<file path="src/rtl/decoder_3to8.sv">
// Registered 3-to-8 line decoder with G1/G2 dual enable (74x138 behaviour).
// Produces a one-cold, active-low select one clock after the code is sampled.
`timescale 1ns/1ps
module decoder_3to8 #(
  parameter int IN_W = 3,
  parameter logic [(2**IN_W)-1:0] OUT_RESET = {(2**IN_W){1'b1}}
) (
  input  logic                   iClk,
  input  logic                   iRst_n,
  input  logic [IN_W-1:0]        iData,
  input  logic [1:0]             iEna,
  output logic [(2**IN_W)-1:0]   oData,
  output logic                   oValid
);

  localparam int OUT_W = 2**IN_W;

  logic             en_s;
  logic [OUT_W-1:0] data_d;
  logic [OUT_W-1:0] data_q;
  logic             valid_d;
  logic             valid_q;

  // One-cold decode: only the bit whose index equals the code is driven low.
  function automatic logic [OUT_W-1:0] decode_one_cold(input logic [IN_W-1:0] code);
    logic [OUT_W-1:0] sel;
    sel = {OUT_W{1'b1}};
    for (int k = 0; k < OUT_W; k++) begin
      if (code == IN_W'(k)) begin
        sel[k] = 1'b0;
      end else begin
        sel[k] = 1'b1;
      end
    end
    return sel;
  endfunction

  // Next-state select and valid from the enable pair (G1 high, G2 low).
  always_comb begin
    en_s    = iEna[1] & ~iEna[0];
    data_d  = OUT_RESET;
    valid_d = 1'b0;
    if (en_s) begin
      data_d  = decode_one_cold(iData);
      valid_d = 1'b1;
    end else begin
      data_d  = OUT_RESET;
      valid_d = 1'b0;
    end
  end

  // Output register; reset clears the select immediately, without a clock.
  always_ff @(posedge iClk or negedge iRst_n) begin
    if (!iRst_n) begin
      data_q  <= OUT_RESET;
      valid_q <= 1'b0;
    end else begin
      data_q  <= data_d;
      valid_q <= valid_d;
    end
  end

  assign oData  = data_q;
  assign oValid = valid_q;

endmodule

</file>
<file path="config.mk">
export PLATFORM = sky130hd
export DESIGN_NAME = decoder_3to8
export DESIGN_NICKNAME = d
export VERILOG_FILES = /design/src/rtl/decoder_3to8.sv
export SDC_FILE = /design/constraint.sdc
export NUM_CORES = 1
export LEC_CHECK = 0
export ABC_AREA = 1
export CORE_AREA = 2 2 39 41
export DETAILED_ROUTE_END_ITERATION = 10
export DIE_AREA = 0 0 41 43
export GPL_TIMING_DRIVEN = 1
export PLACE_DENSITY_LB_ADDON = 0.15
export SLEW_MARGIN = 25
export SYNTH_ARGS = -nofsm -noshare
export SYNTH_HDL_FRONTEND = slang
export SYNTH_SLANG_ARGS = --single-unit
export TNS_END_PERCENT = 20
</file>
<file path="constraint.sdc">
create_clock -name iClk -period 0.8 [get_ports iClk]
set_clock_uncertainty 0.1 [all_clocks]
set_input_delay 0.08 -clock iClk [delete_from_list [all_inputs] [get_ports iClk]]
set_output_delay 0.08 -clock iClk [all_outputs]
set_load 0.005 [all_outputs]
</file>
* After elaboration in Yosys (flattened, before gate mapping)
Cells that the tools add are included.
** Storage, ports and cells
- Register bits after elaboration :: 9
- Output and inout bits :: 9
- Logic and storage cells :: 22
- Input port bits :: 7
** Cells by class
- Eq/ne operators :: 7
- Bitwise gates (word level) :: 2
- Reduce and logical (&&, ||, !) cells :: 1
- Mux-type cells :: 10
** Operators by type and width (count)
- $eq A3 B3 Y1 const B :: 4
- $mux W1 :: 9
- $mux W8 :: 1
- $eq A3 B2 Y1 const B :: 2
- $eq A3 B1 Y1 const B :: 1
- $logic_not A3 Y1 :: 1
- $and A1 B1 Y1 :: 1
- $not A1 Y1 :: 1

* Longest topological paths before layout
Gate-level depths: netlist of the first run.
- Depth after elaboration :: 3
- Depth in mapped cells :: 3
- Mapped depth without buffers :: 3

* Worst setup path after synthesis of the first run
Ideal clock, no wire load.
- Path type :: reg-to-output
- Start :: reg data_q[0] (netlist: oData[0])
- End :: out oData[0]
- Buffers on the path :: 0
- Required time :: 620 ps
- Slack :: 119 ps
- Stages on the path, launching flop included :: 1
- Arrival :: 501 ps
- Path through :: dfstp_2
** RTL lines
- start, declared :: RTL line 20 : logic [OUT_W-1:0] data_q;
- start signal, assigned :: RTL line 58 : data_q <= data_d;
- end, declared :: RTL line 12 : output logic [(2**IN_W)-1:0] oData,
No word-level cell between the ends.

* Worst setup path after layout of the first run
- Start :: reg data_q[4] (netlist: oData[4])
- End :: out oData[4]
No word-level cell between the ends.

==> impl_summary.txt, run 1 <==
----------------------------------------------------
[CTS]
  CTS tree ... built
  Clock slew seen by the registers of the worst setup and hold paths ... 0.06 ns
  Total setup buffers inserted after CTS ... 0
  Count of hold-fix buffers inserted at cts ... 0
  H-tree depth ... 1
  Root buf cell ... sky130_fd_sc_hd__clkbuf_4
  Number of sinks driven by the clock tree ... 9
  Clock buffer depth ... 2
  TritonCTS Buffers ... 3

[Timing]
  Crit share post-route ... 133%
  Tmin final ... 1.07 ns
  Endpoints failing hold ... 0
  Max transition margin ... 87.1%
  RSZ-0062 raised after global routing ... true
  Worst hold margin ... 0.0479 ns
  Slack of the critical path ... -0.268 ns
  Final setup viols ... 11
  Final Max Slew Viols ... 0
  Slew at the pin closest to its max-slew limit ... 0.193 ns
  Max frequency ... 0.936 GHz

[Detailed routing]
  DRT Wirelength ... 601 µm
  Detailed Route Iter0 Violations ... 4
  Via-to-Cell Ratio ... 3.98
  Routed length per placed instance ... 9.54 µm
  Drt drc ... 0
  Number of routed nets with antenna violations ... 0
  Total number of vias ... 251
  DR pass1 iterations ... 4

[Logic synthesis]
  Synthesized Nets ... 34
  Average size of a mapped cell ... 11.9 µm²
  Yosys warnings ... 0
  Total standard cell area after synthesis ... 320 µm²
  Synth Instances ... 27
  Sequential cell area fraction in the yosys report ... 73.4%
  Distinct cell type count of the synthesized netlist ... 7
  Flip-flop and latch count after synthesis ... 9

[Critical path]
  Worst Path Arrival ... 0.89 ns
  Delay-heaviest family, CP ... flip-flops
  Cell with the largest stage delay on the worst path ... sky130_fd_sc_hd__dfstp_2
  Crit path capture type ... output pin
  Worst EP required ... 0.62 ns
  Crit path kind ... reg2out
  Ordered cell list for the critical path ... buf_2
  Critical Path Start Type ... flip-flop
  Buffers & Inverters on Critical Path ... 1
  Slowest cell delay on critical path ... 0.53 ns
  Worst-path fanout max ... 1

[Floorplanning]
  Placeable core region ... 0.00138 mm²
  Width of the die ... 41 µm
  Site Rows ... 14
  Die ar. ... 0.00176 mm²
  I/O pin count ... 16
  Initial Utilization ... 23.1%
  Chip height ... 43 µm

[Cells and area]
  Fill count ... 134
  # nets final ... 55
  Inserted Diodes ... 0
  Area growth from synthesis to layout ... 62.9%
  Final non-filler cell total ... 63
  Most frequent cells in the layout ... 8 x sky130_fd_sc_hd__nand3_1, 8 x sky130_fd_sc_hd__dfstp_2, 6 x sky130_fd_sc_hd__clkdlybuf4s50_1, 5 x sky130_fd_sc_hd__inv_1
  Total area of sequential cells ... 235 µm²
  Share of cells above drive strength 1 ... 51.1%
  Core Util, Final ... 37.7%
  Area of the multi-input gates ... 71.3 µm²

[Run status]
  Failing checks ... setup timing
  Outcome ... complete, but fails checks

[Global route]
  Final global-route overflow total ... 0
  Initial antenna violation count ... 0
  Global-route wire length before repair ... 952 µm
  All-layer global routing usage ... 9.17%
  Largest net degree at the start of global routing ... 10
  Vias in the first global route ... 219

[Power and ir drop]
  Total power ... 0.000911 W
  IR Drop Worst-Case VDD ... 0.000597 V
  Power density over the cells ... 1750 mW/mm²
  Leak pwr ... 0.225 nW

[Placement]
  IO buf count ... 15
  Post-placement cell count ... 59
  GP Congestion ... 0.762

[Job]
  Count of max-cap constraint violations ... 0

[Worst hold path]
  Hold Path Class ... in2async

----------------------------------------------------
==> report_power, final <==
part	switching [W]	total, W	internal (W)
Sequential	0.00000280	0.000474	0.000471
Combinational	0.0000460	0.000100	0.0000543
Clock	0.000146	0.000338	0.000191
==> metal layers <==
layer  up-vias  global-route usage (%)  wire length [µm]
li1        124                       -                 -
met1       108                    10.1               223
met2        17                    11.3               298
met3         2                    3.14                64
met4         0                    12.0                14
met5         -                       0                 0
==> cell usage after synthesis <==
| cell type | count | share of area, % |
|---|---|---|
| sky130_fd_sc_hd__dfstp_2 | 8 | 66 |
| sky130_fd_sc_hd__nand3_1 | 8 | 13 |
| sky130_fd_sc_hd__inv_1 | 5 | 5.9 |
| sky130_fd_sc_hd__nor2_1 | 3 | 3.5 |
| sky130_fd_sc_hd__dfrtp_1 | 1 | 7.8 |
| sky130_fd_sc_hd__nand2_1 | 1 | 1.2 |
| sky130_fd_sc_hd__nor2_4 | 1 | 3.5 |
==> final timing paths <==
check / cells after the start / startpoint / slack, ns / to
setup / recovery: 1 / oData[4] / -0.27 / oData[4]
hold / removal: 2 / iRst_n / 0.05 / oValid
max in group asynchronous: 2 / iRst_n / 0.36 / oData[0]
min in group iClk: 3 / iEna[1] / 0.32 / oValid
==> kinds of logic after synthesis <==
logic type | count (synthesis) | synth area share (%)
and+or+nand+nor | 13 | 20.7
DFF | 9 | 73.4
buffers and inverters | 5 | 5.86
==> state kept, by name (all words and copies together), names as in the netlist <==
| name | count |
|---|---|
| oValid | 1 |
| oData | 8 |
==> layout make-up <==
cell class	instances	area share, %
flip-flops and latches	9	45.1
repair buffers	16	28.8
multi-input cells	13	13.7
clock buffers	4	5.04
well taps	16	3.84
inverters	5	3.60
==> metrics by stage <==
step / cell area, µm² / setup TNS, ns / setup WS [ns]
floorplan: 320 / 0 / 0.119
global placement: 510 / -5.15 / -0.364
detailed placement: 510 / -5.35 / -0.377
CTS: 503 / -2.27 / -0.278
finish: 522 / -2.05 / -0.268
global route: 522 / -2.65 / -0.310
==> timing repair <==
action / CTS / global route
endpoints found under the setup margin: 9 / 17
resized for setup: 34 / 6
cloned: 0 / 0
Note: power is estimated with default switching activity, not from simulation.
==> run 2: changes to the inputs <==
--- a/config.mk
+++ b/config.mk
@@ -10,7 +10,7 @@
 export DETAILED_ROUTE_END_ITERATION = 10
 export DIE_AREA = 0 0 41 43
 export GPL_TIMING_DRIVEN = 1
-export PLACE_DENSITY_LB_ADDON = 0.15
+export PLACE_DENSITY = 0.5
 export SLEW_MARGIN = 25
 export SYNTH_ARGS = -nofsm -noshare
 export SYNTH_HDL_FRONTEND = slang
==> run 2 against run 1 <==
Against the previous run: the flow still finishes with violations (setup timing); via count shrank 1.6%; sequential power about the same; clock power shrank 1%; design area shrank 2.6%; clock-buffer cell count unchanged; flip-flop and latch count did not move; worst hold slack worse by 0.011 ns; die area stayed put; critical path depth did not move; sequential share of layout area increased by 1.2 points.
==> impl_summary.txt, run 2 (same netlist as run 1, synthesis figures left out) <==
----------------------------------------------------
[Critical path]
  Crit path capture type ... output pin
  Worst Path Arrival ... 0.86 ns (-0.03 ns)
  Delay-heaviest family, CP ... flip-flops
  Worst EP required ... 0.62 ns (about the same)
  Critical Path Start Type ... flip-flop
  Crit path kind ... reg2out
  Ordered cell list for the critical path ... buf_2
  Cell with the largest stage delay on the worst path ... sky130_fd_sc_hd__dfstp_2
  Worst-path fanout max ... 1 (unchanged)
  Slowest cell delay on critical path ... 0.51 ns (-0.02 ns)
  Buffers & Inverters on Critical Path ... 1 (unchanged)
  Stages on the worst setup path ... 1 (unchanged)

[Cells and area]
  Share of cells above drive strength 1 ... 51.1% (unchanged)
  # nets final ... 55 (unchanged)
  Most frequent cells in the layout ... 8 x sky130_fd_sc_hd__nand3_1, 8 x sky130_fd_sc_hd__dfstp_2, 7 x sky130_fd_sc_hd__buf_2, 5 x sky130_fd_sc_hd__inv_1, 4 x sky130_fd_sc_hd__clkdlybuf4s50_1
  Inserted Diodes ... 0 (unchanged)
  Area growth from synthesis to layout ... 58.6%
  Total area of sequential cells ... 235 µm² (unchanged)
  Fill count ... 138 (+3.0%)
  Final non-filler cell total ... 63 (unchanged)
  Max reg flops ... 8 (unchanged)
  Core Util, Final ... 36.7% (-0.99 points)
  Area of the multi-input gates ... 71.3 µm² (unchanged)

[Power and ir drop]
  Leak pwr ... 0.233 nW (+3.4%)
  IR Drop Worst-Case VDD ... 0.000611 V (+2.3%)
  Power density over the cells ... 1780 mW/mm² (+1.7%)

[Global route]
  Global-route wire length before repair ... 869 µm (-8.7%)
  All-layer global routing usage ... 8.35% (-0.82 points)
  Vias in the first global route ... 243 (+11%)
  Initial antenna violation count ... 0 (unchanged)
  Final global-route overflow total ... 0 (unchanged)
  Largest net degree at the start of global routing ... 10 (unchanged)

[Placement]
  IO buf count ... 15 (unchanged)
  GP Congestion ... 0.756 (-0.76%)
  Place WS ... -0.375 ns (+0.00211 ns)
  Post-placement cell count ... 59 (unchanged)

[Timing]
  Final setup viols ... 9 (-2)
  Tmin final ... 1.04 ns (-0.0246 ns)
  Slack of the critical path ... -0.243 ns (+0.0246 ns)
  Max transition margin ... 87.5% (+0.34 points)
  Endpoints failing hold ... 0 (unchanged)
  Crit share post-route ... 130% (-3.1 points)
  Final Max Slew Viols ... 0 (unchanged)
  Slew at the pin closest to its max-slew limit ... 0.188 ns (-0.00515 ns)
  Setup_tns ... -2.01 ns (+0.0378 ns)
  Max frequency ... 0.958 GHz (+2.4%)
  RSZ-0062 raised after global routing ... true

[Detailed routing]
  Routed length per placed instance ... 8.97 µm (-6.0%)
  DRT Wirelength ... 565 µm (-6.0%)
  Drt drc ... 0 (unchanged)
  Total number of vias ... 247 (-1.6%)
  Number of routed nets with antenna violations ... 0 (unchanged)
  Detailed Route Iter0 Violations ... 6 (+2)
  Via-to-Cell Ratio ... 3.92 (-1.6%)
  DR pass1 iterations ... 4 (unchanged)

[Floorplanning]
  I/O pin count ... 16 (unchanged)
  Chip height ... 43 µm (unchanged)
  Placeable core region ... 0.00138 mm² (unchanged)
  Width of the die ... 41 µm (unchanged)
  Die ar. ... 0.00176 mm² (unchanged)
  Site Rows ... 14 (unchanged)
  Initial Utilization ... 23.1% (unchanged)

[CTS]
  Root buf cell ... sky130_fd_sc_hd__clkbuf_4
  Clock slew seen by the registers of the worst setup and hold paths ... 0.05 ns (about the same)
  Number of sinks driven by the clock tree ... 9 (unchanged)
  TritonCTS Buffers ... 3 (unchanged)
  Clock buffer depth ... 2 (unchanged)
  Count of hold-fix buffers inserted at cts ... 0 (unchanged)
  CTS tree ... built
  H-tree depth ... 1 (unchanged)

[Job]
  Count of max-cap constraint violations ... 0 (unchanged)

[Worst hold path]
  Hold Path Class ... in2async

[Run status]
  Outcome ... complete, but fails checks
  Failing checks ... setup timing

----------------------------------------------------
-- run 2: changes by cell type in the layout (fill, tap and decap cells not counted), sizes merged --
| cell | previous run | this run |
|---|---|---|
| clkdlybuf4s50 | 6 | 4 |
| dlymetal6s2s | 0 | 2 |
-- run 2: cell type report --
| type | instances | share of cell area, % |
|---|---|---|
| sequential | 9 | 46.3 |
| timing repair buffer | 16 | 26.8 |
| multi-input combinational | 13 | 14.0 |
| tap | 16 | 3.94 |
| inverter | 5 | 3.69 |
| clock buffer | 4 | 5.17 |
-- run 2: how the worst max path moves through the flow --
stage	from	endpoint	slack [ns]
2_1_floorplan	oData[0]	oData[0]	0.12
3_3_place_gp	oData[1]	oData[1]	-0.36
3_5_place_dp	oData[0]	oData[0]	-0.37
4_1_cts	oData[0]	oData[0]	-0.26
5_1_grt	oData[4]	oData[4]	-0.28
6_report	oData[0]	oData[0]	-0.24
-- run 2: through the flow --
step	power [W]	cell area [µm²]	hold slack, ns
floorplan	0.000505	320	-0.316
global placement	0.000580	510	0.310
detailed placement	0.000582	510	0.306
CTS	0.000916	497	0.0286
global route	0.000949	508	0.0403
finish	0.000903	508	0.0367
-- run 2: metal layers --
layer / up-vias / part of all wire [%] / global-route usage [%]
met5: - / 0 / 0
li1: 124 / - / -
met2: 12 / 57 / 11.6
met4: 0 / 0 / 14.0
met1: 111 / 33 / 6.73
met3: 0 / 10 / 2.09
-- run 2: report_power, final --
group / internal [W] / total (W) / switching (W)
Clock: 0.000191 / 0.000334 / 0.000143
Sequential: 0.000471 / 0.000473 / 0.00000193
Combinational: 0.0000503 / 0.0000960 / 0.0000457
-- run 2: timing repair --
item | CTS | global route
buffers inserted | 0 | 0
cloned | 0 | 0
endpoints found under the hold margin | 0 | 0
endpoints found under the setup margin | 9 | 17
pin swaps | 0 | 0
resized for setup | 34 | 6
